[src/rtl/sha_msg_sched.sv]
// SHA-256/SHA-512 message-schedule generator: loads a padded block and streams W[0..ROUNDS-1].
// Optional block prefetch buffer is compiled in with `define SHA_MSG_SCHED_PREFETCH_EN.
//
// state | meaning
// IDLE  | waiting for a padded block
// RUN   | producing schedule words
// DRAIN | last word presented, waiting for its handshake
module sha_msg_sched #(
    parameter int WORD_W = 32,
    parameter int IDX_W  = 7
) (
    input  logic                   clock_i,
    input  logic                   reset_i,
    input  logic                   blk_valid_i,
    input  logic [16*WORD_W-1:0]   blk_data_i,
    output logic                   blk_ready_o,
    input  logic                   abort_i,
    output logic                   w_valid_o,
    input  logic                   w_ready_i,
    output logic [WORD_W-1:0]      w_data_o,
    output logic [IDX_W-1:0]       w_idx_o,
    output logic                   w_last_o
);

    localparam int ROUNDS = (WORD_W == 32) ? 64 : 80;
    localparam logic [IDX_W-1:0] LAST_IDX = IDX_W'(ROUNDS - 1);

    generate
        if (WORD_W != 32 && WORD_W != 64) begin : g_bad_width
            $error("sha_msg_sched: WORD_W must be 32 or 64");
        end
    endgenerate

    typedef enum logic [1:0] {IDLE, RUN, DRAIN} state_t;

    function automatic logic [WORD_W-1:0] rotr(input logic [WORD_W-1:0] x, input int unsigned n);
        return (x >> n) | (x << (WORD_W - n));
    endfunction

    function automatic logic [WORD_W-1:0] sig0(input logic [WORD_W-1:0] x);
        if (WORD_W == 32) return rotr(x, 7) ^ rotr(x, 18) ^ (x >> 3);
        else              return rotr(x, 1) ^ rotr(x, 8) ^ (x >> 7);
    endfunction

    function automatic logic [WORD_W-1:0] sig1(input logic [WORD_W-1:0] x);
        if (WORD_W == 32) return rotr(x, 17) ^ rotr(x, 19) ^ (x >> 10);
        else              return rotr(x, 19) ^ rotr(x, 61) ^ (x >> 6);
    endfunction

    state_t            state_q, state_d;
    logic [WORD_W-1:0] r_q [16];
    logic [WORD_W-1:0] r_d [16];
    logic [WORD_W-1:0] m_w [16];
    logic [WORD_W-1:0] wn;
    logic [IDX_W-1:0]  gen_q, gen_d;
    logic              w_valid_q, w_valid_d;
    logic [WORD_W-1:0] w_data_q, w_data_d;
    logic [IDX_W-1:0]  w_idx_q, w_idx_d;
    logic              w_last_q, w_last_d;
    logic              blk_fire;
    logic              produce;

`ifdef SHA_MSG_SCHED_PREFETCH_EN
    logic [WORD_W-1:0] buf_q [16];
    logic [WORD_W-1:0] buf_d [16];
    logic              full_q, full_d;

    assign blk_ready_o = (state_q == IDLE) || !full_q;
`else
    assign blk_ready_o = (state_q == IDLE);
`endif

    always_comb begin
        for (int i = 0; i < 16; i++) m_w[i] = blk_data_i[(15-i)*WORD_W +: WORD_W];
    end

    assign wn       = sig1(r_q[14]) + r_q[9] + sig0(r_q[1]) + r_q[0];
    assign blk_fire = blk_valid_i && blk_ready_o;
    assign produce  = (state_q == RUN) && (!w_valid_q || w_ready_i);

    always_comb begin
        state_d   = state_q;
        r_d       = r_q;
        gen_d     = gen_q;
        w_valid_d = w_valid_q;
        w_data_d  = w_data_q;
        w_idx_d   = w_idx_q;
        w_last_d  = w_last_q;
`ifdef SHA_MSG_SCHED_PREFETCH_EN
        buf_d  = buf_q;
        full_d = full_q;
        if (state_q != IDLE && blk_fire) begin
            buf_d  = m_w;
            full_d = 1'b1;
        end
`endif
        case (state_q)
            IDLE: begin
                if (blk_fire) begin
                    r_d     = m_w;
                    gen_d   = '0;
                    state_d = RUN;
                end
            end
            RUN: begin
                if (produce) begin
                    w_valid_d = 1'b1;
                    w_data_d  = r_q[0];
                    w_idx_d   = gen_q;
                    w_last_d  = (gen_q == LAST_IDX);
                    for (int i = 0; i < 15; i++) r_d[i] = r_q[i+1];
                    r_d[15] = wn;
                    gen_d   = gen_q + 1'b1;
                    if (gen_q == LAST_IDX) begin
                        state_d = DRAIN;
`ifdef SHA_MSG_SCHED_PREFETCH_EN
                        // A block arriving on this very edge goes straight into R.
                        if (full_d) begin
                            r_d     = full_q ? buf_q : m_w;
                            gen_d   = '0;
                            full_d  = 1'b0;
                            state_d = RUN;
                        end
`endif
                    end
                end
            end
            DRAIN: begin
                if (w_valid_q && w_ready_i) begin
                    w_valid_d = 1'b0;
                    w_last_d  = 1'b0;
                    state_d   = IDLE;
`ifdef SHA_MSG_SCHED_PREFETCH_EN
                    if (full_d) begin
                        r_d     = full_q ? buf_q : m_w;
                        gen_d   = '0;
                        full_d  = 1'b0;
                        state_d = RUN;
                    end
`endif
                end
            end
            default: state_d = IDLE;
        endcase
        if (abort_i) begin
            state_d   = IDLE;
            w_valid_d = 1'b0;
            w_last_d  = 1'b0;
`ifdef SHA_MSG_SCHED_PREFETCH_EN
            full_d = 1'b0;
`endif
        end
    end

    always_ff @(posedge clock_i) begin
        if (reset_i) begin
            state_q   <= IDLE;
            r_q       <= '{default: '0};
            gen_q     <= '0;
            w_valid_q <= 1'b0;
            w_data_q  <= '0;
            w_idx_q   <= '0;
            w_last_q  <= 1'b0;
        end else begin
            state_q   <= state_d;
            r_q       <= r_d;
            gen_q     <= gen_d;
            w_valid_q <= w_valid_d;
            w_data_q  <= w_data_d;
            w_idx_q   <= w_idx_d;
            w_last_q  <= w_last_d;
        end
    end

`ifdef SHA_MSG_SCHED_PREFETCH_EN
    always_ff @(posedge clock_i) begin
        if (reset_i) begin
            buf_q  <= '{default: '0};
            full_q <= 1'b0;
        end else begin
            buf_q  <= buf_d;
            full_q <= full_d;
        end
    end
`endif

    assign w_valid_o = w_valid_q;
    assign w_data_o  = w_data_q;
    assign w_idx_o   = w_idx_q;
    assign w_last_o  = w_last_q;

endmodule

[config.mk]
export PLATFORM = sky130hd
export DESIGN_NAME = sha_msg_sched
export DESIGN_NICKNAME = d
export VERILOG_FILES = /design/src/rtl/sha_msg_sched.sv
export SDC_FILE = /design/constraint.sdc
export NUM_CORES = 2
export LEC_CHECK = 0
export ABC_AREA = 1
export CORE_ASPECT_RATIO = 1.2
export CORE_UTILIZATION = 54
export CTS_BUF_LIST = sky130_fd_sc_hd__clkbuf_8
export DETAILED_ROUTE_END_ITERATION = 8
export PLACE_DENSITY_LB_ADDON = 0.2
export SYNTH_ARGS = -nofsm -noshare
export SYNTH_HDL_FRONTEND = slang
export SYNTH_SLANG_ARGS = --single-unit
[constraint.sdc]
create_clock -name clock_i -period 3.8 [get_ports clock_i]
set_input_delay 0.76 -clock clock_i [delete_from_list [all_inputs] [get_ports clock_i]]
set_output_delay 0.76 -clock clock_i [all_outputs]
set_load 0.1 [all_outputs]
# Yosys cells after proc, flatten, opt, wreduce, memory -nomap -nowiden
# Index checks and enable logic that the tools add are counted.
# totals
register_bits	562
output_inout_bits	42
# classes
n_mux	16
eq_ne	7
n_reduce_logical	13
addsub	4
n_bitwise	8
# op_table
operator	count
two-way mux 512 bit	2
one-hot mux 512 bit (2 select lines)	1
adder 32 bit	3
XOR 32 bit	2
bitwise OR 13 x 32 -> 32 bit	1
bitwise OR 14 x 32 -> 32 bit	1
bitwise OR 15 x 32 -> 32 bit	1
bitwise OR 25 x 32 -> 32 bit	1
XOR 32 x 22 -> 32 bit	1
XOR 32 x 29 -> 32 bit	1
two-way mux 7 bit	2
one-hot mux 7 bit (2 select lines)	1
two-way mux 2 bit	4
adder 7 x 1 -> 7 bit, second input constant	1
== test 7 x 6 -> 1 bit, second input constant	1
one-hot mux 2 bit (3 select lines)	1
AND reduction 3 bit	2
!= test 2 x 1 -> 1 bit, second input constant	2
!= test 2 bit, second input constant	2
one-hot mux 1 bit (2 select lines)	2
AND reduction 4 bit	1
nonzero test 2 bit	2
logical AND 1 bit	3
two-way mux 1 bit	3
other kinds (7)	7

# Depth between registers and ports, before layout
# depth
depth_word	8
mapped_depth	19

# Least setup slack after synthesis
# Ideal clock, no wire load.
# synth_path
kind	reg2reg
from	register r_q[50] (netlist bit)
to	register r_q[17] (netlist bit)
setup_slack_ns	0.420
stages_incl_launch_ff	19
required_ns	3.672
n_path_buf	1
arrival_time_ns	3.253
path_cell_list	dfxtp_1 -> clkbuf_1 -> xnor2_1 -> xor2_1 -> fa_1 -> inv_1 -> fa_1 -> ha_1 -> fa_1 -> nand3_1 -> nand3_1 -> nand2_1 -> nand3_1 -> nand2_1 -> nand2_1 -> nand2_1 -> nand2_1 -> a21oi_1 -> nor2_1
# synth_between
elab_chain_cells	8
# synth_rtl
item	line	rtl
start, declared	51	logic [WORD_W-1:0] r_q [16];
start signal, assigned	166	r_q <= r_d;
bitwise OR 15 x 32 -> 32 bit	37	return (x >> n) | (x << (WORD_W - n));
XOR 32 bit	46	if (WORD_W == 32) return rotr(x, 17) ^ rotr(x, 19) ^ (x >> 10);
XOR 32 x 22 -> 32 bit (*)	46	
adder 32 bit (*) (3 in a row)	77	assign wn = sig1(r_q[14]) + r_q[9] + sig0(r_q[1]) + r_q[0];
two-way mux 512 bit (*)	106	if (produce) begin
one-hot mux 512 bit (2 select lines) (*)	97	case (state_q)
# Mark *: on every way between the ends. The rest lies on a longest branch, timed or not. The select of a mux whose other input is x is not followed.
# A chain may end at the register's enable or synchronous reset.

# Worst setup path in the final report
# layout_path
from	register r_q[54] (netlist bit)
to	register r_q[22] (netlist bit)
# layout_between
elab_chain_cells	8
elab_cells_between_ends	9
# layout_rtl
item	line
bitwise OR 13 x 32 -> 32 bit or bitwise OR 15 x 32 -> 32 bit (tied branches)	-
XOR 32 bit	46
XOR 32 x 22 -> 32 bit (*)	46
adder 32 bit (*) (3 in a row)	77
two-way mux 512 bit (*)	106
one-hot mux 512 bit (2 select lines) (*)	97
# Marks and branches as above.

==> flow_summary_export.csv <==
group,metric,value,unit
setup_path,rrSetupSlack,0.16,ns
global_route,grtUsageMet3,0.0749,
setup_path,critical_path.startpoint,"r_q[54]",
power,internal-power,12.2,mW
detailed_routing,drt_wl_total,109000,µm
cts,cts_buffers,91,
power,swShare,0.399,
global_route,grtUsageTotal,0.399,
global_route,gr-usage-met2,0.622,
setup_path,r2r_cells,18,
global_route,grt_max_degree,198,
timing,hold_violations,0,
yosys,ys_seq_elements,562,
yosys,synth.net_count,4459,
yosys,ys_top_cells_by_area,"dfxtp_1, nand2_1, a31oi_1",
detailed_routing,first_pass_iters,6,
timing,maxSlewHeadroom,0.227,
placement,place_area,33900,µm²
setup_path,critical-path-slowest-cell,"fa_1",
min_path,hp-class,"reg -> reg",
cts,path_clk_slew,0.06,ns
timing,worst_clock_skew,0.0308,ns
detailed_routing,vias_per_cell,5.71,
global_route,grtUsageMet1,0.504,
power,clockPowerShare,0.272,
yosys,ys.flop_type,"dfxtp_1",
placement,numPortBuffers,558,
timing,finalSetupViolations,0,
min_path,holdCritStartpoint,"r_q[106]",
detailed_routing,drc,0,
layout,fillCellCount,4326,
global_route,busiest_layer,"met2",
setup_path,reg2reg_from,"r_q[54]",
floorplanning,core_area,51400,µm²
cts,hold_buffers,0,
yosys,yosysTopAreaCell,"dfxtp_1",
setup_path,crit_end,"r_q[22]",
timing,fmax,275,MHz
setup_path,slowest_delay,0.60,ns
timing,hold_ws,0.459,ns
yosys,synth_edf_count,0,
yosys,synth-warning-count,0,
timing,setup_ws,0.164,ns
floorplanning,die_w,210,µm
detailed_routing,drtIter0Drc,3597,
detailed_routing,drt.antenna.violating_nets,0,
power,power_density,563,nW/µm²
setup_path,critical_path_class,"reg -> reg",
detailed_routing,num_vias,28900,
cts,cts_max_level,3,
cts,clockBufferDepth,3,
yosys,yosysUniqueCellTypes,33,
cts,post_cts_buffers,0,
global_route,grt_overflow,0,
timing,worst_pin_slew,1.16,ns
timing,fin_crit,3.64,ns
cts,cts_tree,"built",
run,cap_violations,0,
layout,drive_above_1_share,0.0581,
yosys,synth_top_area_share,0.401,
setup_path,worst_setup_path_end_kind,"flop",
yosys,asyncSetResetFlopFracSynth,0,
power,p_leak,14.8,nW
power,p_seq_frac,0.341,
yosys,netlist_area,28000,µm²
setup_path,cp_cell_sequence,"xnor2_1, xor2_1, fa_1, fa_1, inv_1, ha_1, buf_4, nand2_1, nand2_1, inv_1, nand2_1, a21oi_1, nand2_1, nand2_1, nand2_1, nand2_1, nand3_1, a21oi_1",
placement,pre_cts_ws,-0.0233,ns
power,vdd_drop_max,0.311,mV
global_route,grt_pass1_wl,158000,µm
setup_path,crit_fanout,5,
timing,final_max_slew_viol_count,0,
timing,period_share,0.957,
floorplanning,die_h,252,µm
power,power_switching,8.06,mW
timing,finalSetupTns,0,ns
floorplanning,dieArea,52800,µm²
setup_path,critical_path.most_common_cell,"nand2_1",
yosys,avgSynthCellArea,7.28,µm²
global_route,first_global_vias,26500,
floorplanning,core.rowCount,91,
floorplanning,initial_core_util,0.546,
layout,final_nets,4875,
cts,root_buffer,"clkbuf_8",
setup_path,required,4.42,ns
layout,fin_util,0.700,
floorplanning,io_pins,559,
setup_path,arrival,4.26,ns
run_status,run_status,"finished clean",
yosys,netlist_instances,3848,
placement,dp.cells,4868,
cts,clkSinkCount,562,
power,fin_total_pwr,20.2,mW
global_route,antenna_found_initial,23,
power,comb_power_share,0.387,
placement,hpwl,79900,µm
detailed_routing,drt-wirelength-per-cell,21.5,µm
setup_path,start_kind,"flop",
layout,stdcell_count,5056,
yosys,yosysSeqAreaShare,0.401,
cts,clkLatencyLatePin,0.71,ns
layout,syn_to_final_growth,28.2,%
placement,gp_congestion,0.985,
layout,design_area,35900,µm²
setup_path,timing.rr.end,"r_q[22]",
## worst min-delay path by stage
stage / endpoint / slack (ns) / cells past startpoint
finish: r_q[138] / 0.46 / 2
global route: r_q[138] / 0.48 / 2
CTS: r_q[138] / 0.46 / 2
detailed placement: w_last_o / 0.45 / 2
global placement: w_last_o / 0.45 / 2
floorplan: r_q[18] / 0.45 / 2
## metal layers
| metal | up-vias | wire length (µm) |
|---|---|---|
| met1 | 13400 | 43300 |
| met3 | 273 | 9180 |
| met4 | 4 | 7160 |
| met2 | 1431 | 49000 |
| li1 | 13800 | - |
| met5 | - | 32 |
## worst max-delay path: cells and delay by family, from the launching register on
kind	cells	cell delay (ns)
buf+inv	3	0.28
compound gates	2	0.31
flops	1	0.52
simple gates	8	0.80
fa+ha+maj	3	1.33
xor+xnor	2	0.32
## state kept, by name, summed over array words and instances (netlist names)
register and cells:
r_q 512, gen_q 7, w_data_o 32, w_last_o 1, w_valid_o 1, w_idx_o 7, state_q 2
## logic make-up (layout without fill, tap and decap cells)
family                   after synthesis  in the layout  share of synthesized area
XOR/XNOR                             130            130                     0.0406
AO/OA/AOI/OAI                       1127           1127                      0.226
adder cells (fa/ha/maj)               94             94                     0.0586
AND/OR/NAND/NOR                     1364           1364                      0.188
flip-flops                           562            562                      0.401
other                                  0             23                          0
buffers and inverters                571           1059                     0.0849
## synthesized netlist by cell type, types with 3 or more instances
master and instances:
nand2_1 1214, nand4_1 3, xor2_1 61, dfxtp_1 562
buf_2 86, nor2_1 69, clkbuf_1 209, buf_6 13
xnor2_1 69, a31oi_1 491, inv_2 4, a21oi_1 83
o21ai_0 353, buf_4 8, nor3_1 7, fa_1 62
nand3_1 52, ha_1 32, o21ai_1 180, and2_1 3
inv_1 250, a32o_1 17, nand3b_1 8
## final cells by class
cell class,count,area [µm²],share of cell area
Antenna cell,23,57.6,0.00160
Clock buffer,118,1620,0.0452
Clock inverter,47,282,0.00784
Inverter,254,968,0.0270
Multi-Input combinational cell,2715,14400,0.402
Sequential cell,562,11300,0.313
Tap cell,697,872,0.0243
Timing Repair Buffer,640,6440,0.179
## placed cells by master, fill, tap and decap left out, types with 3 or more instances in the layout
cell type,count
a21oi_1,83
a31oi_1,491
a32o_1,17
and2_1,3
buf_12,20
buf_4,68
clkbuf_8,118
clkdlybuf4s50_1,552
clkinv_2,20
clkinvlp_4,3
dfxtp_1,558
dfxtp_2,4
diode_2,23
fa_1,62
ha_1,32
inv_1,267
inv_2,3
inv_8,3
nand2_1,1214
nand3_1,50
nand3b_1,8
nand4_1,3
nor2_1,68
nor3_1,7
o21ai_0,352
o21ai_1,181
xnor2_1,69
xor2_1,61
## power groups by stage
stage               combinational [mW]  clock, mW  sequential, mW
global route                      8.57       5.77            6.95
CTS                               7.67       5.51            6.88
global placement                  7.60          0            6.99
floorplan                         4.65          0            7.00
detailed placement                7.60          0            7.00
finish                            7.83       5.50            6.90
## what timing repair did
item                                    4_1_cts  5_1_grt
cloned                                        0        0
gates resized for setup                       1        8
endpoints found under the hold margin         0        0
endpoints found under the setup margin        1       10
Note: power is estimated with default switching activity, not from simulation.
